`src/rtl/multdiv_sequencer.sv`:
```
// multdiv_sequencer: issues a mult/div from DX to the iterative multdiv unit,
// stalls the front of the pipeline while it runs (bounded by a watchdog), and
// injects one writeback record into XM when it completes.
// Ports:
//   clock, reset          - rising-edge clock, synchronous active-high reset
//   mult_req, div_req     - DX holds a mult / div instruction
//   flush                 - DX is being squashed; blocks acceptance
//   opA_in, opB_in, rd_in - DX operands and destination register
//   md_ready, md_exception, md_result - multdiv unit completion interface
//   md_ctrl_mult/div      - one-cycle start pulse to the unit
//   md_opA, md_opB        - latched operands held for the unit
//   stall, busy           - pipeline freeze / operation outstanding
//   wb_valid, wb_reg, wb_data - writeback record for the XM latch
module multdiv_sequencer #(
    parameter int unsigned MAX_CYCLES = 40
) (
    input  logic        clock,
    input  logic        reset,
    input  logic        mult_req,
    input  logic        div_req,
    input  logic        flush,
    input  logic [31:0] opA_in,
    input  logic [31:0] opB_in,
    input  logic [4:0]  rd_in,
    input  logic        md_ready,
    input  logic        md_exception,
    input  logic [31:0] md_result,
    output logic        md_ctrl_mult,
    output logic        md_ctrl_div,
    output logic [31:0] md_opA,
    output logic [31:0] md_opB,
    output logic        stall,
    output logic        busy,
    output logic        wb_valid,
    output logic [4:0]  wb_reg,
    output logic [31:0] wb_data
);

    localparam int unsigned DATA_W = 32;
    localparam int unsigned REG_W  = 5;
    localparam int unsigned CNT_W  = 6;

    localparam logic [REG_W-1:0]  RSTATUS_REG = REG_W'(30);
    localparam logic [DATA_W-1:0] EXC_MULT    = DATA_W'(4);
    localparam logic [DATA_W-1:0] EXC_DIV     = DATA_W'(5);
    localparam logic [CNT_W-1:0]  CNT_LAST    = CNT_W'(MAX_CYCLES - 1);

    typedef enum logic [1:0] {
        S_IDLE = 2'd0,
        S_BUSY = 2'd1,
        S_DONE = 2'd2
    } state_e;

    state_e              state_q, state_d;
    logic [CNT_W-1:0]    cnt_q, cnt_d;
    logic                is_div_q, is_div_d;
    logic [REG_W-1:0]    rd_q, rd_d;
    logic [DATA_W-1:0]   op_a_q, op_a_d;
    logic [DATA_W-1:0]   op_b_q, op_b_d;
    logic                start_mult_q, start_mult_d;
    logic                start_div_q, start_div_d;
    logic                wb_valid_q, wb_valid_d;
    logic [REG_W-1:0]    wb_reg_q, wb_reg_d;
    logic [DATA_W-1:0]   wb_data_q, wb_data_d;

    logic                accept_c;
    logic                first_busy_c;
    logic [DATA_W-1:0]   exc_code_c;

    // A new op may enter whenever nothing is in flight; reset also blocks it
    assign accept_c     = !reset && (state_q != S_BUSY) && (mult_req || div_req) && !flush;
    // The start-pulse cycle is the first BUSY cycle; md_ready is not trusted there
    assign first_busy_c = start_mult_q || start_div_q;
    assign exc_code_c   = is_div_q ? EXC_DIV : EXC_MULT;

    // State and datapath registers
    always_ff @(posedge clock) begin
        if (reset) begin
            state_q      <= S_IDLE;
            cnt_q        <= '0;
            is_div_q     <= 1'b0;
            rd_q         <= '0;
            op_a_q       <= '0;
            op_b_q       <= '0;
            start_mult_q <= 1'b0;
            start_div_q  <= 1'b0;
            wb_valid_q   <= 1'b0;
            wb_reg_q     <= '0;
            wb_data_q    <= '0;
        end else begin
            state_q      <= state_d;
            cnt_q        <= cnt_d;
            is_div_q     <= is_div_d;
            rd_q         <= rd_d;
            op_a_q       <= op_a_d;
            op_b_q       <= op_b_d;
            start_mult_q <= start_mult_d;
            start_div_q  <= start_div_d;
            wb_valid_q   <= wb_valid_d;
            wb_reg_q     <= wb_reg_d;
            wb_data_q    <= wb_data_d;
        end
    end

    // Next-state and next-register values
    always_comb begin
        state_d      = state_q;
        cnt_d        = cnt_q;
        is_div_d     = is_div_q;
        rd_d         = rd_q;
        op_a_d       = op_a_q;
        op_b_d       = op_b_q;
        start_mult_d = 1'b0;
        start_div_d  = 1'b0;
        wb_valid_d   = 1'b0;
        wb_reg_d     = '0;
        wb_data_d    = '0;

        case (state_q)
            S_IDLE, S_DONE: begin
                if (accept_c) begin
                    state_d      = S_BUSY;
                    cnt_d        = '0;
                    is_div_d     = !mult_req;
                    rd_d         = rd_in;
                    op_a_d       = opA_in;
                    op_b_d       = opB_in;
                    start_mult_d = mult_req;
                    start_div_d  = !mult_req;
                end else begin
                    state_d = S_IDLE;
                end
            end
            S_BUSY: begin
                cnt_d = cnt_q + CNT_W'(1);
                // A real result beats the watchdog when both land together
                if (md_ready && !first_busy_c) begin
                    state_d    = S_DONE;
                    wb_valid_d = 1'b1;
                    wb_reg_d   = md_exception ? RSTATUS_REG : rd_q;
                    wb_data_d  = md_exception ? exc_code_c : md_result;
                end else if (cnt_q == CNT_LAST) begin
                    state_d    = S_DONE;
                    wb_valid_d = 1'b1;
                    wb_reg_d   = RSTATUS_REG;
                    wb_data_d  = exc_code_c;
                end
            end
            default: state_d = S_IDLE;
        endcase
    end

    // Outputs
    always_comb begin
        stall        = accept_c || (state_q == S_BUSY);
        busy         = (state_q == S_BUSY);
        md_ctrl_mult = start_mult_q;
        md_ctrl_div  = start_div_q;
        md_opA       = op_a_q;
        md_opB       = op_b_q;
        wb_valid     = wb_valid_q;
        wb_reg       = wb_reg_q;
        wb_data      = wb_data_q;
    end

endmodule

```
`config.mk`:
```
export PLATFORM = sky130hd
export DESIGN_NAME = multdiv_sequencer
export DESIGN_NICKNAME = d
export VERILOG_FILES = /design/src/rtl/multdiv_sequencer.sv
export SDC_FILE = /design/constraint.sdc
export NUM_CORES = 1
export LEC_CHECK = 0
export ABC_AREA = 1
export CAP_MARGIN = 5
export CORE_MARGIN = 5
export CORE_UTILIZATION = 39
export CTS_BUF_LIST = sky130_fd_sc_hd__clkbuf_16
export CTS_CLUSTER_SIZE = 12
export DETAILED_ROUTE_END_ITERATION = 10
export PLACE_DENSITY_LB_ADDON = 0.25
export SYNTH_ARGS = -nofsm -noshare
export SYNTH_HDL_FRONTEND = slang
export SYNTH_SLANG_ARGS = --single-unit
```
`constraint.sdc`:
```
create_clock -name clock -period 1.42 [get_ports clock]
set_clock_uncertainty 0.05 [all_clocks]
set_input_delay 0.213 -clock clock [delete_from_list [all_inputs] [get_ports clock]]
set_output_delay 0.213 -clock clock [all_outputs]
set_load 0.02 [all_outputs]
```
# After elaboration in Yosys (flattened, before gate mapping)
# Cells that the tools add are included.
[totals] register_bits=118 inputBits=108 out_inout_bits=106 elab_cells=54
[op_classes] addsub=1 n_eq_ne=6 mux=15 bitwise=3 n_reduce_logical=18
[ops] op="32-bit 2-to-1 mux" n=2
[ops] op="5-bit 2-to-1 mux" n=3
[ops] op="6-bit case mux with 2 select lines" n=1
[ops] op="6-bit by 1-bit adder with 6-bit output (second input constant)" n=1
[ops] op="6-bit == test (second input constant)" n=1
[ops] op="6-bit 2-to-1 mux" n=1
[ops] op="1-bit logical AND" n=4
[ops] op="1-bit logical NOT" n=4
[ops] op="1-bit 2-to-1 mux" n=4
[ops] op="2-bit 2-to-1 mux" n=2
[ops] op="2-bit case mux with 2 select lines" n=1
[ops] op="2-bit AND reduction" n=2
[ops] op="2-bit OR reduction" n=2
[ops] op="1-bit logical OR" n=3
[ops] op="3-bit 2-to-1 mux" n=1
[ops] op="3-bit by 1-bit inequality test with 1-bit output (second input constant)" n=1
[ops] op="1-bit inverter" n=3
[ops] op="3-bit OR reduction" n=1
[ops] op="2-bit by 1-bit == test with 1-bit output (second input constant)" n=1
[ops] op="2-bit == test (second input constant)" n=1
[ops] op="2-bit logical NOT" n=1
[ops] op="2-bit by 1-bit inequality test with 1-bit output (second input constant)" n=1
[ops] op="2-bit inequality test (second input constant)" n=1
[ops] op="2-bit nonzero test" n=1

# Depth between registers and ports, before layout
# Gate-level depths: netlist (run 1).
[logic_depth] word_depth=6 mapped_depth=8 mapped_depth_nobuf=7

# Worst setup path after synthesis (run 1)
# Ideal clock, no wire load.
[synth_path] path_kind="reg2reg" from="register state_q[0]" to="register wb_data_q[10] (netlist: wb_data[10])" setup_ps=64 arrival_time_ps=1096 t_required_ps=1306 path_slack_ps=210 stages_incl_launch_ff=8 path_buffers=1 period_less_slack_ps=1210 path_cell_list="dfxtp_1 > inv_1 > nor2_4 > nand2_1 > inv_1 > nand2_1 > buf_2 > nor2_1"
[synth_between] elab_chain_len=3
[synth_rtl] element="start: declaration" line_no="54" source="state_e state_q, state_d;"
[synth_rtl] element="start signal: assignment" line_no="91" source="state_q <= state_d;"
[synth_rtl] element="2-bit by 1-bit == test with 1-bit output"
[synth_rtl] element="named net busy" line_no="33" source="output logic busy,"
[synth_rtl] element="1-bit inverter (no source line)"
[synth_rtl] element="2-bit OR reduction (no source line)"
[synth_rtl] element="end signal: assignment" line_no="101" source="wb_data_q <= wb_data_d;"
[synth_rtl] element="end: declaration" line_no="64" source="logic [DATA_W-1:0] wb_data_q, wb_data_d;"
# The timed path passes the listed nets, and every way through them passes these cells.
# A chain may end at the register's enable or synchronous reset.

# Worst setup path in the final report (run 1)
[layout_path] from="register state_q[0]" to="output port stall"
[layout_between] elab_chain_len=5 word_cells_on_any_way=6 cone_classes="eq/ne: 2; reduce/logical: 4"
[layout_rtl] element="2-bit by 1-bit inequality test with 1-bit output" line_no="71" source="assign accept_c = !reset && (state_q != S_BUSY) && (mult_req || div_req) && !flush;"
[layout_rtl] element="1-bit logical AND (3 in series)" line_no="71"
[layout_rtl] element="1-bit logical OR *" line_no="155" source="stall = accept_c || (state_q == S_BUSY);"
[layout_rtl] element="end: declaration" line_no="32" source="output logic stall,"
# Every way passes the cells marked *; elsewhere a longest branch is shown, timed or not.

==> results.json, run 1 <==
{
  "cts_buffers": 17,
  "power_frac_seq_pct": 38.5,
  "cts_tree": "done",
  "synth-edff-count": 0,
  "pwr-share-clk_pct": 51.1,
  "die_y_um": 112,
  "drt_iter0_markers": 176,
  "worst_setup_path_end_kind": "output pin",
  "place_hpwl_um": 8530,
  "synth-adder-area-share_pct": 0.310,
  "p_int_w": 0.00715,
  "total_power_w": 0.00903,
  "final_nets": 833,
  "grt_setup_unrepaired": "true",
  "status": "completed",
  "leakagePower_nw": 3.32,
  "clock_path_buffers": 2,
  "dieArea_um2": 12500,
  "period_share_pct": 97.5,
  "grt_overflow": 0,
  "p_sw_share_pct": 20.8,
  "start_util_pct": 39.6,
  "yosysTopAreaCellShare_pct": 58.5,
  "drc_errors": 0,
  "maxCapViolCount": 0,
  "fin_tns_setup_ns": 0,
  "synthFlopType": "dfxtp_1",
  "dp_slack_ns": -0.361,
  "synthSimpleGateAreaFrac_pct": 22.2,
  "yosysTopAreaCell": "dfxtp_1",
  "worst_pin_slew_ns": 0.457,
  "synth_cell_type_count": 17,
  "viasPerCell": 4.44,
  "synth_xor_area_share_pct": 0,
  "start_kind": "register",
  "cp_max_fo": 3,
  "clock-root-buffer": "clkbuf_16",
  "gp_congestion": 0.794,
  "grt_pass1_wl_um": 18500,
  "worst_ep_required_time_ns": 1.16,
  "synth_commonest_cells": "164 x nand2_1, 118 x dfxtp_1, 72 x a21oi_1",
  "ant_nets": 0,
  "wirelength_um": 11600,
  "min_path_type": "primary input to register",
  "grt_max_degree": 45,
  "cts_sinks": 118,
  "setup_violations": 0,
  "final_util_pct": 67.1,
  "core_area_um2": 10200,
  "antenna_found_initial": 0,
  "p_per_area_nw_per_um2": 1320,
  "track_usage_pct": 18.3,
  "drt-pass1-iter-count": 4,
  "seq_area_frac_synth_pct": 58.5,
  "grt_pass1_vias": 3836,
  "slew_viol_final": 0,
  "fin_crit_ns": 1.38,
  "max_slew_margin_pct": 69.5,
  "synth_top_family_by_area": "simple AND/OR/NAND/NOR gates",
  "yosys_warnings": 0,
  "cp_data_arrival_time_ns": 1.12,
  "syn-num-nets": 611,
  "synth_compound_area_share_pct": 9.55,
  "wire_per_inst_um": 13.3,
  "area_growth_pct": 69.4,
  "finalHoldViolCount": 0,
  "synth_mux_area_share_pct": 0,
  "ir_drop_uv": 687,
  "clk-insertion-delay-late_ns": 0.40,
  "whs_ns": 0.294,
  "drive_above_1_share_pct": 7.60,
  "rows": 37,
  "worst_slack_ns": 0.0354,
  "max_freq_ghz": 0.722,
  "synth-async-reset-ratio_pct": 0,
  "pwr-share-comb_pct": 10.4,
  "dr_total_vias": 3874,
  "switching_power_w": 0.00188,
  "die-width_um": 112,
  "synth.area.top_cells": "dfxtp_1 59%, nand2_1 15%, a21oi_1 8.9%",
  "synthCells": 502,
  "insertedDiodeCount": 0,
  "synth.most_common_cell": "nand2_1",
  "synth-seq-cells": 118,
  "cts.clk_slew.worst_paths_ns": 0.05,
  "syn_avg_cell_area_um2": 8.04,
  "syn_area_um2": 4040,
  "io_pins": 214,
  "cts_setup_buffers": 0,
  "cts_hold_buf": 0,
  "cts_max_level": 4,
  "port_buffers": 213,
  "criticalPathCategory": "register to output pin"
}
## power by group through the flow
| stage | Sequential [W] | Combinational [W] | Clock [W] |
|---|---|---|---|
| detailed placement | 0.00355 | 0.000993 | 0 |
| CTS | 0.00348 | 0.000935 | 0.00470 |
| finish | 0.00348 | 0.000936 | 0.00462 |
| global placement | 0.00354 | 0.000981 | 0 |
| floorplan | 0.00366 | 0.000300 | 0 |
| global route | 0.00349 | 0.00101 | 0.00490 |
## layer usage
metal | part of all wire [%] | track usage, %
met1 | 41 | 20.0
met2 | 48 | 30.5
met3 | 8.6 | 8.37
met4 | 2.1 | 8.03
met5 | 0 | 0
## layout by cell type (no fill, tap or decap)
| cell | instances |
|---|---|
| nand2_1 | 162 |
| dfxtp_1 | 117 |
| clkdlybuf4s50_1 | 106 |
| dlygate4sd2_1 | 104 |
| a21oi_1 | 72 |
| inv_1 | 50 |
| nor2_1 | 48 |
| clkbuf_16 | 17 |
| buf_4 | 13 |
| nand3_1 | 6 |
| nor3_1 | 6 |
| bufinv_16 | 6 |
| o21ai_0 | 5 |
| clkinv_2 | 4 |
| inv_2 | 3 |
| clkinv_1 | 3 |
| buf_6 | 3 |
| buf_12 | 3 |
| nor2_4 | 2 |
| nand2_2 | 2 |
| nand3_2 | 1 |
| nand4_1 | 1 |
| ha_1 | 1 |
| buf_2 | 1 |
| dfxtp_2 | 1 |
## cell families after synthesis
| kind of cell | count (synthesis) |
|---|---|
| compound gates | 77 |
| buf+inv | 78 |
| flops | 118 |
| simple gates | 228 |
| fa+ha+maj | 1 |
## critical path: stages, from the launching register on
cell and delay [ns]:
dfxtp_2 0.32, inv_2 0.04, nor2_4 0.13, inv_2 0.07
nand2_2 0.06, buf_6 0.11
## timing repair
| item | 4_1_cts | 5_1_grt |
|---|---|---|
| setup endpoints to repair | 106 | 62 |
| pin swaps | 0 | 2 |
| hold endpoints to repair | 0 | 0 |
| gates resized for setup | 115 | 8 |
## path summary, 6_finish.rpt
| kind | depth (start not counted) | start | slack [ns] | endpoint |
|---|---|---|---|---|
| worst max-delay path | 5 | state_q[0] | 0.04 | stall |
| worst min-delay path | 3 | md_result[14] | 0.29 | wb_data[14] |
| worst max register to register | 6 | state_q[0] | 0.10 | md_opB[15] |
| worst min register to register | 2 | rd_q[0] | 0.39 | wb_reg[0] |
## cell type report
class	count	area, um^2
Clock buffer	17	425
Clock inverter	15	218
Fill cell	878	3350
Inverter	51	193
Multi-Input combinational cell	306	1300
Sequential cell	118	2360
Tap cell	136	170
Timing Repair Buffer	230	2170
## per-stage QoR
| stage | cell area, um^2 | cells |
|---|---|---|
| after global placement | 6310 | 841 |
| after floorplan | 4040 | 502 |
| after global routing | 6840 | 873 |
| after CTS | 6820 | 873 |
| final | 6840 | 873 |
| after detailed placement | 6310 | 841 |
No activity file was read; power rests on OpenSTA's default activity.
==> inputs of run 2 (changes only) <==
PLACE_DENSITY = 0.8   (was not set)
PLACE_DENSITY_LB_ADDON = not set   (was 0.25)
==> run 2 against run 1 <==
  * The flow now finishes with violations (setup timing)
  * Wire length increased by 14%
  * First-iteration DRC count increased by 13%
  * Register-to-register slack got worse by 0.04 ns
  * Non-clock buffer count increased by 14
  * Via count increased by 6.4%
  * Clock-buffer cell count unchanged
==> results.json, run 2 (synthesis results as in run 1) <==
{
  "cp_slowest_stage_delay_ns": 0.32,
  "cp.buffers_inverters": 4,
  "violations": "setup timing",
  "total_power_w": 0.00864,
  "start_util_pct": 39.6,
  "pwr-share-comb_pct": 12.3,
  "dr_total_vias": 4120,
  "final_nets": 847,
  "max_slew_margin_pct": 71.4,
  "dieArea_um2": 12500,
  "hold_depth": 5,
  "critPathSlowestCell": "dfxtp_2",
  "crit_top_cell": "buf_6",
  "worst_slack_ns": -0.000805,
  "clock-root-buffer": "clkbuf_16",
  "die-width_um": 112,
  "crit_family": "flip-flops",
  "power_frac_seq_pct": 40.3,
  "rows": 37,
  "final_cells": 888,
  "cp_max_fo": 2,
  "p_int_w": 0.00657,
  "fill_cells": 809,
  "worst_setup_path_end_kind": "output pin",
  "grt_overflow": 0,
  "start_kind": "register",
  "status": "finished with violations",
  "cts_buffers": 17,
  "r2r_slack_ns": 0.06,
  "max_freq_ghz": 0.704,
  "switching_power_w": 0.00207,
  "drt-pass1-iter-count": 6,
  "maxCapViolCount": 0,
  "ir_drop_uv": 789,
  "track_usage_pct": 19.8,
  "drive_above_1_share_pct": 11.1,
  "area_growth_pct": 75.8,
  "port_buffers": 213,
  "io_pins": 214,
  "grt_setup_unrepaired": "true",
  "criticalPathCategory": "register to output pin",
  "clock_path_buffers": 2,
  "core_area_um2": 10200,
  "clk-insertion-delay-late_ns": 0.40,
  "antenna_found_initial": 1,
  "worst_ep_required_time_ns": 1.16,
  "viasPerCell": 4.64,
  "wire_per_inst_um": 14.8,
  "worstPathCellList": "inv_2 > nor2_4 > buf_6 > inv_4 > nand2_2 > buf_6",
  "grt_pass1_vias": 4089,
  "worst_pin_slew_ns": 0.430,
  "ant_nets": 0,
  "cts_sinks": 118,
  "finalHoldViolCount": 0,
  "drc_errors": 0,
  "final_cell_mix": "158 x nand2_1, 116 x dfxtp_1, 106 x clkdlybuf4s50_1",
  "die_y_um": 112,
  "min_path_type": "primary input to register",
  "r2r_cells": 9,
  "final_common_cell": "nand2_1",
  "p_per_area_nw_per_um2": 1220,
  "cp_data_arrival_time_ns": 1.16,
  "grt_max_degree": 42,
  "period_share_pct": 100,
  "placed_cells": 842,
  "slew_viol_final": 0,
  "setup_violations": 1,
  "fin_crit_ns": 1.42,
  "leakagePower_nw": 3.41,
  "grt_pass1_wl_um": 19800,
  "cts.clk_slew.worst_paths_ns": 0.05,
  "cp_num_cells": 6,
  "gp_congestion": 0.797,
  "p_sw_share_pct": 23.9,
  "cts_tree": "done",
  "cts_hold_buf": 0,
  "cts_max_level": 4,
  "pwr-share-clk_pct": 47.4,
  "wirelength_um": 13200,
  "place_hpwl_um": 8860,
  "drt_iter0_markers": 198
}
-- run 2: changes by cell type in the layout (fill, tap and decap cells not counted), moves of 2 or more --
cell,before,now
clkbuf_16,17,24
nand2_1,162,158
clkinv_4,0,4
clkinvlp_4,0,4
nand2_4,0,2
nand2_2,2,4
inv_6,0,2
dlygate4sd2_1,104,102
clkinv_2,4,1
buf_6,3,7
bufinv_16,6,2
inv_1,50,47
-- run 2: final timing paths --
check / start / endpoint
setup / recovery: state_q[0] / stall
hold / removal: reset / cnt_q[0]
setup reg to reg: state_q[0] / wb_data[8]
hold reg to reg: rd_q[0] / wb_reg[0]
-- run 2: power by group through the flow --
stage                     clock network [W]  registers [W]  logic (W)
after floorplan                           0        0.00366   0.000300
final                               0.00410        0.00348    0.00106
after global routing                0.00433        0.00349    0.00114
after CTS                           0.00419        0.00348   0.000982
after global placement                    0        0.00354   0.000983
after detailed placement                  0        0.00355    0.00100
-- run 2: stage by stage --
| step | util (%) | setup WS (ns) | hold slack [ns] | instance area, um^2 | setup TNS, ns |
|---|---|---|---|---|---|
| CTS | 67.2 | -0.0379 | 0.244 | 6850 | -0.0569 |
| global placement | 62.0 | -0.356 | 0.364 | 6320 | -15.95 |
| global route | 69.7 | -0.0729 | 0.272 | 7090 | -0.109 |
| finish | 69.7 | -0.000805 | 0.256 | 7090 | -0.000805 |
| floorplan | - | 0.210 | 0.275 | 4040 | 0 |
| detailed placement | 62.0 | -0.362 | 0.373 | 6320 | -20.28 |
-- run 2: what timing repair did --
action / 4_1_cts / 5_1_grt
setup endpoints to repair: 107 / 76
endpoints found under the hold margin: 0 / 0
buffers inserted: 3 / 2
gates cloned: 1 / 8
resized for setup: 126 / 22
pin swaps: 3 / 2
-- run 2: worst register-to-register path: stages, from the launching register on --
cell and delay, ns:
dfxtp_2 0.32, inv_2 0.04, nor2_4 0.09, buf_6 0.12, buf_4 0.12, nand2_2 0.06
inv_2 0.10, nand2_4 0.09, buf_12 0.17, nor2_1 0.12
-- run 2: final cells by class --
type	count	area, um^2	area share (%)
sequential	118	2360	33.3
clock inverter	15	155	2.19
multi-input combinational	306	1330	18.8
clock buffer	17	425	6.00
antenna	1	2.50	0.0353
inverter	51	201	2.84
timing repair buffer	244	2440	34.4
tap	136	170	2.40
-- run 2: layer usage --
layer	routed length (um)	global-route usage (%)	part of all wire, %	up-vias
met5	0	0	0	-
met4	306	8.19	2.3	0
met3	1130	8.10	8.6	23
met2	6450	33.8	49	179
met1	5270	21.8	40	1898
li1	-	-	-	2020
